$ cat src/rtl/rv_fetch_unit.sv
// Instruction fetch stage: issues sequential word reads, buffers variable-latency
// responses, and presents the head instruction to decode with stall and redirect support.
module rv_fetch_unit #(
  parameter logic [31:0] RESET_VECTOR = 32'h0000_0000,
  parameter int unsigned BUF_DEPTH    = 2
) (
  input  logic        clk_i,
  input  logic        rst_n_i,
  output logic [31:0] im_addr_o,
  output logic        im_rd_o,
  input  logic [31:0] im_data_i,
  input  logic        im_valid_i,
  input  logic        f_stall_i,
  input  logic        x_bra_i,
  input  logic [31:0] x_bra_target_i,
  output logic [31:0] f_ir_o,
  output logic [31:0] f_pc_o,
  output logic        f_valid_o
);

  localparam int unsigned PW = (BUF_DEPTH > 1) ? $clog2(BUF_DEPTH) : 1;
  localparam int unsigned CW = $clog2(BUF_DEPTH) + 1;

  logic [31:0]   fetch_pc_q, fetch_pc_d;
  logic [31:0]   resp_pc_q, resp_pc_d;
  logic [CW-1:0] out_q, out_d;
  logic [CW-1:0] discard_q, discard_d;
  logic [CW-1:0] occ_q, occ_d;
  logic [PW-1:0] head_q, head_d;
  logic [PW-1:0] tail_q, tail_d;

  logic [31:0]   buf_ir_q [BUF_DEPTH];
  logic [31:0]   buf_pc_q [BUF_DEPTH];

  logic          pop, resp, drop, push_we;
  logic [CW:0]   level;

  assign f_valid_o = (occ_q != '0);
  assign f_ir_o    = f_valid_o ? buf_ir_q[head_q] : '0;
  assign f_pc_o    = f_valid_o ? buf_pc_q[head_q] : '0;
  assign im_addr_o = fetch_pc_q;

  assign pop     = f_valid_o && !f_stall_i;
  assign resp    = im_valid_i && (out_q != '0);
  assign drop    = resp && (discard_q != '0);
  assign push_we = resp && !drop && !x_bra_i;

  // Buffered plus in-flight words, less the one decode takes this cycle, bounds new requests.
  assign level   = {1'b0, occ_q} + {1'b0, out_q} - (CW+1)'(pop);
  assign im_rd_o = rst_n_i && !x_bra_i && (level < (CW+1)'(BUF_DEPTH));

  always_comb begin
    // NOTE: every signal gets a default first so no path through this block infers a latch.
    fetch_pc_d = fetch_pc_q;
    resp_pc_d  = resp_pc_q;
    out_d      = out_q;
    discard_d  = discard_q;
    occ_d      = occ_q;
    head_d     = head_q;
    tail_d     = tail_q;

    if (x_bra_i) begin
      // Every request still in flight after this cycle predates the redirect and must be dropped.
      fetch_pc_d = {x_bra_target_i[31:2], 2'b00};
      resp_pc_d  = {x_bra_target_i[31:2], 2'b00};
      out_d      = out_q - CW'(resp);
      discard_d  = out_q - CW'(resp);
      occ_d      = '0;
      head_d     = '0;
      tail_d     = '0;
    end else begin
      if (im_rd_o) fetch_pc_d = fetch_pc_q + 32'd4;
      out_d = out_q + CW'(im_rd_o) - CW'(resp);
      if (drop) discard_d = discard_q - CW'(1);
      if (push_we) begin
        tail_d    = tail_q + PW'(1);
        resp_pc_d = resp_pc_q + 32'd4;
      end
      if (pop) head_d = head_q + PW'(1);
      occ_d = occ_q + CW'(push_we) - CW'(pop);
    end
  end

  // NOTE: sequential state uses non-blocking assignments so all flops update together at the edge.
  always_ff @(posedge clk_i or negedge rst_n_i) begin
    if (!rst_n_i) begin
      fetch_pc_q <= RESET_VECTOR;
      resp_pc_q  <= RESET_VECTOR;
      out_q      <= '0;
      discard_q  <= '0;
      occ_q      <= '0;
      head_q     <= '0;
      tail_q     <= '0;
    end else begin
      fetch_pc_q <= fetch_pc_d;
      resp_pc_q  <= resp_pc_d;
      out_q      <= out_d;
      discard_q  <= discard_d;
      occ_q      <= occ_d;
      head_q     <= head_d;
      tail_q     <= tail_d;
    end
  end

  // NOTE: buffer storage has no reset; occupancy alone decides what is valid, and outputs are masked when empty.
  always_ff @(posedge clk_i) begin
    if (push_we) begin
      buf_ir_q[tail_q] <= im_data_i;
      buf_pc_q[tail_q] <= resp_pc_q;
    end
  end

endmodule

$ cat config.mk
export PLATFORM = sky130hd
export DESIGN_NAME = rv_fetch_unit
export DESIGN_NICKNAME = d
export VERILOG_FILES = /design/src/rtl/rv_fetch_unit.sv
export SDC_FILE = /design/constraint.sdc
export NUM_CORES = 1
export LEC_CHECK = 0
export CELL_PAD_IN_SITES_DETAIL_PLACEMENT = 1
export CELL_PAD_IN_SITES_GLOBAL_PLACEMENT = 2
export CORE_MARGIN = 2
export CORE_UTILIZATION = 31
export CTS_CLUSTER_SIZE = 24
export DETAILED_ROUTE_END_ITERATION = 10
export PLACE_DENSITY_LB_ADDON = 0.1
export SETUP_SLACK_MARGIN = 0.1
export SLEW_MARGIN = 20
export SYNTH_ARGS = -nofsm -noshare
export SYNTH_HDL_FRONTEND = slang
export SYNTH_SLANG_ARGS = --single-unit
$ cat constraint.sdc
create_clock -name clk_i -period 4.6 [get_ports clk_i]
set_clock_uncertainty 0.2 [all_clocks]
set_input_delay 0.92 -clock clk_i [delete_from_list [all_inputs] [get_ports clk_i]]
set_output_delay 0.92 -clock clk_i [all_outputs]
set_load 0.01 [all_outputs]
Word-level counts from Yosys, hierarchy flattened
Memories as Yosys holds them, arrays and structs flattened.
Index checks and enable logic that the tools add are counted.
{"block": "totals", "latchBits": 0, "elab_cells": 55, "output_inout_bits": 98, "ff_bits": 72, "memories": 2, "romBits": 0, "ram_bits": 128}
{"block": "classes", "muxes": 16, "bitwise": 0, "div": 0, "n_reduce_logical": 17, "add_sub_neg": 12, "n_shift": 0, "n_eq_ne": 0, "mul": 0, "magnitude_cmp": 1}
{"memory": "buf_ir_q", "words": 2, "width": 32, "rd": 1, "rd_clocked_by_memory_dff": 0, "wr": 1, "line_no": "32", "text": "logic [31:0] buf_ir_q [BUF_DEPTH];"}
{"memory": "buf_pc_q", "words": 2, "width": 32, "rd": 1, "rd_clocked_by_memory_dff": 0, "wr": 1, "line_no": "33", "text": "logic [31:0] buf_pc_q [BUF_DEPTH];"}
{"op": "32-bit 2-to-1 mux", "count": 6}
{"op": "32-bit by 3-bit adder with 32-bit output, second input constant", "count": 2}
{"op": "2-bit nonzero test", "count": 7}
{"op": "2-bit 2-to-1 mux", "count": 4}
{"op": "1-bit logical AND", "count": 7}
{"op": "1-bit 2-to-1 mux", "count": 6}
{"op": "2-bit by 1-bit subtractor with 2-bit output", "count": 3}
{"op": "2-bit by 1-bit adder with 2-bit output", "count": 2}
{"op": "2-bit by 2-bit adder with 3-bit output", "count": 1}
{"op": "1-bit logical NOT", "count": 3}
{"op": "3-bit by 2-bit less-than comparator with 1-bit output, second input constant", "count": 1}
{"op": "3-bit by 1-bit subtractor with 3-bit output", "count": 1}
{"op": "1-bit adder, second input constant", "count": 2}
{"op": "2-bit by 1-bit subtractor with 2-bit output, second input constant", "count": 1}

Logic depth before layout (Yosys ltp)
{"block": "depth", "word_depth": 9, "depth_mapped": 10, "mapped_depth_nobuf": 10}

Worst setup path before layout
Ideal clock, no wire load.
{"block": "synth_path", "path_kind": "input -> register", "from": "input x_bra_i", "to": "memory buf_ir_q[0][0] (enable)", "path_stages": 5, "arrival_time_ps": 4377, "path_slack_ps": -459, "setup_time_ps": 482, "path_buffers": 2, "path_cell_list": "inv_1 clkbuf_1 clkbuf_1 nand3_1 nor2_1"}
{"block": "synth_between", "elab_chain_cells": 4}
{"element": "start: declaration", "line_no": "14", "text": "input logic x_bra_i,"}
{"element": "1-bit logical NOT", "line_no": "46", "text": "assign push_we = resp && !drop && !x_bra_i;"}
{"element": "1-bit logical AND", "line_no": "46"}
{"element": "1-bit 2-to-1 mux", "line_no": "107", "text": "if (push_we) begin"}
{"element": "1-bit 2-to-1 mux (implied by the code)", "line_no": "108", "text": "buf_ir_q[tail_q] <= im_data_i;"}
{"element": "end: declaration", "line_no": "32"}
No other way between the ends.

Final worst setup path
{"block": "layout_path", "from": "input f_stall_i", "to": "output im_rd_o"}
{"block": "layout_between", "elab_chain_cells": 5}
{"element": "start: declaration", "line_no": "13", "text": "input logic f_stall_i,"}
{"element": "1-bit logical NOT", "line_no": "43", "text": "assign pop = f_valid_o && !f_stall_i;"}
{"element": "1-bit logical AND", "line_no": "43"}
{"element": "3-bit by 1-bit subtractor with 3-bit output", "line_no": "49", "text": "assign level = {1'b0, occ_q} + {1'b0, out_q} - (CW+1)'(pop);"}
{"element": "3-bit by 2-bit less-than comparator with 1-bit output", "line_no": "50", "text": "assign im_rd_o = rst_n_i && !x_bra_i && (level < (CW+1)'(BUF_DEPTH));"}
{"element": "1-bit logical AND", "line_no": "50"}
{"element": "end: declaration", "line_no": "10", "text": "output logic im_rd_o,"}
No other way between the ends.

==> flow_summary.ini <==
[timing]
final-setup-viol-count = 0
timing_worst_slew_pin_value_ns = 0.844
max-slew-margin-rel = 0.436
post-route-period-util = 0.941
min_period_ns = 4.33
timing_hold_violations_final = 0
max_freq_ghz = 0.231
final.setup.worst_slack_ns = 0.270
setup_repair_after_global_routing_missed_its_margin = no
timing.final.max_slew_violations = 0

[floorplan]
core_area_um2 = 28500
die_area_um2 = 30100
die-width_um = 174
floorplan.rows = 62
ioPinCount = 167
initial_utilization = 0.313
dieHeight_um = 174

[critical_path]
cp_data_arrival_time_ns = 3.21
worstPathMaxFanout = 3
worst_r2r_path_depth = 9
crit_path_top_delay_cell = clkdlybuf4s50_1
critical_path.reg2reg.startpoint = occ_q[1]$_DFF_PN0_
cp_slowest_stage_delay_ns = 0.55
critPathLaunch = f_stall_i
setup.worst_path.class = in -> out
setup.worst_path.end_class = output pin
critPathRequiredTime_ns = 3.48
reg2reg_to = im_addr_o[24]$_DFFE_PN0P_
cp_cell_sequence = clkdlybuf4s50_1 -> nor3_2 -> o21ai_0 -> fa_2 -> xnor2_2 -> nand3b_1 -> nor2_2 -> clkdlybuf4s50_1
category_of_the_worst_setup_path_launch_point = input port
regToRegSetupSlack_ns = 1.55
path_common_cell = clkdlybuf4s50_1

[synth]
synth-edff-count = 124
asyncSetResetFlopFracSynth = 0.354
synth_warnings = 0
synth.avg_cell_area_um2 = 12.4
synth-seq-cells = 192
share_of_the_yosys_chip_area_belonging_to_registers = 0.609
synth_top_flop_cell = edfxtp_1
synth_area_um2 = 8910
post_synth_inst_count = 718
post_synth_num_cell_types = 54

[worst_hold_path]
worst_hold_startpoint = resp_pc_q[13]$_DFFE_PN0N_
whs_path_depth = 0
whs_endpoint = buf_pc_q[0][13]$_DFFE_PP_
hold_path_class = reg -> reg

[pwr]
p_leak_nw = 3.98
post-layout-total-power_mw = 5.15
power_density_nw_per_um2 = 444
ir_drop_uv = 181

[placed_design]
globalplace.congestion = 0.779
port_buffers = 160
hpwlAfterDp_mm = 16.6
placed_cell_area_um2 = 11000
place_ws_ns = 0.0975

[route]
finalWirelength_mm = 23.9
route.detailed.drc = 0
route.antenna.remaining_nets = 0
detailedRoute.firstPassIterationCount = 4
drtIter0Drc = 261
total_via_count_after_detailed_routing = 6378
route.detailed.wl_per_inst_um = 18.8
vias_per_cell = 5.02

[cts]
clkLatencyLatePin_ns = 0.43
cts-root-to-sink-buffers = 2
cts.hold.buffers_added = 0
path_clk_slew_ns = 0.07
htree_num_levels = 4
clock_sink_count = 192
cts_tree = built
cts_inserted_buffers = 17
cts.repair_timing.setup_buffer_count = 0
clock-root-buffer = clkbuf_16

[grt]
grt_max_degree = 69
number_of_global_route_vias_before_repair = 6955
grt_overflow_total = 0
grt_first_pass_wirelength_mm = 38.7
grt_usage = 0.163
antenna_found_initial = 0

[finish]
diodes = 0
num-nets-final = 952
final_layout_size_suffix_gt1_frac = 0.0868
finalInstanceArea_um2 = 11600
synthToLayoutAreaGrowth_pct = 30.0

[job]
cap_viol_max_count = 0

[run_status]
run_status = finished, final reports clean
-- cells by family (layout without fill, tap and decap cells) --
| kind of cell | count (synthesis) | after routing | synth area share |
|---|---|---|---|
| AO/OA/AOI/OAI | 90 | 90 | 0.0769 |
| XOR/XNOR | 24 | 24 | 0.0244 |
| adder cells (fa/ha/maj) | 9 | 9 | 0.0135 |
| buffers and inverters | 58 | 224 | 0.0268 |
| flip-flops | 192 | 192 | 0.609 |
| multiplexers | 78 | 78 | 0.0893 |
| other | 1 | 4 | 0.000421 |
| AND/OR/NAND/NOR | 266 | 266 | 0.160 |
-- cells in the mapped netlist, types with 15 or more instances --
cell	number	area (um^2)
and4_1	20	175
xnor2_1	15	131
nor3_1	17	85.1
nand2_1	15	56.3
inv_1	17	63.8
nor2_1	107	402
clkbuf_1	30	113
nand4_1	19	119
mux2i_1	66	661
dfrtp_1	68	1700
nand3_1	17	85.1
edfxtp_1	124	3720
o31ai_1	15	113
-- layer usage --
metal | global-route usage | part of all wire | up-vias
li1 | - | - | 3018
met1 | 0.227 | 0.48 | 3188
met2 | 0.262 | 0.46 | 158
met3 | 0.0289 | 0.045 | 14
met4 | 0.0448 | 0.012 | 0
met5 | 0 | 0 | -
-- worst max-delay path: cells and delay by family --
kind                       cells  cell delay (ns)
adders and majority gates      1             0.38
xor gates and xnor gates       1             0.16
buffers and inverters          2             1.02
and+or+nand+nor                3             0.57
AOI/OAI and AO/OA              1             0.15
-- how the worst max path moves through the flow --
stage          slack, ns  cells past startpoint                        to
4_1_cts             0.12                      8                   im_rd_o
3_5_place_dp         0.1                      8                   im_rd_o
6_report            0.27                      8                   im_rd_o
2_1_floorplan      -0.46                      5  buf_ir_q[0][0]$_DFFE_PP_
5_1_grt             0.14                      8                   im_rd_o
3_3_place_gp        0.18                      8                   im_rd_o
-- power breakdown --
group          switching, mW  internal (mW)
clock                  0.695          0.768
combinational          0.703          0.742
sequential             0.220           2.02
total                   1.62           3.53
-- repair_timing --
item,4_1_cts,5_1_grt
pin swaps,0,1
hold endpoints to repair,0,0
resized for setup,1,2
cloned,0,0
setup endpoints to repair,1,1
-- placed cells by master, fill, tap and decap left out, types with 6 or more instances in the layout --
cell type / count
clkdlybuf4s50_1: 158
edfxtp_1: 124
nor2_1: 103
dfrtp_1: 67
mux2i_1: 66
and4_1: 20
nand4_1: 19
nand3_1: 17
clkbuf_16: 17
inv_1: 16
nor3_1: 16
xnor2_1: 15
nand2_1: 15
o31ai_1: 15
nor2b_1: 14
a311oi_1: 14
a31oi_1: 14
or4_1: 13
a211oi_1: 12
and3_1: 12
mux2_2: 12
buf_4: 12
a21oi_1: 10
xor2_1: 8
ha_1: 8
nor4_1: 6
o311a_1: 6
-- state kept, by name (all words and copies together) (netlist names) --
name,count
buf_ir_q,64
buf_pc_q,60
im_addr_o,30
resp_pc_q,30
discard_q,2
occ_q,2
out_q,2
head_q,1
tail_q,1
-- stage by stage --
stage | hold WS, ns | setup TNS, ns | util | cells
3_3_place_gp | 0.328 | 0 | 0.386 | 1239
5_1_grt | 0.397 | 0 | 0.407 | 1271
4_1_cts | 0.365 | 0 | 0.407 | 1271
3_5_place_dp | 0.341 | 0 | 0.386 | 1239
6_report | 0.365 | 0 | 0.407 | 1271
2_1_floorplan | 0.277 | -56.92 | - | 721
-- final cells by class --
cell class	instances	area [um^2]
Fill cell	3069	16900
Sequential cell	192	5430
Multi-Input combinational cell	471	3300
Timing Repair Buffer	175	1740
Tap cell	384	480
Clock buffer	18	429
Clock inverter	14	148
Inverter	17	63.8
Note: power is estimated with default switching activity, not from simulation.
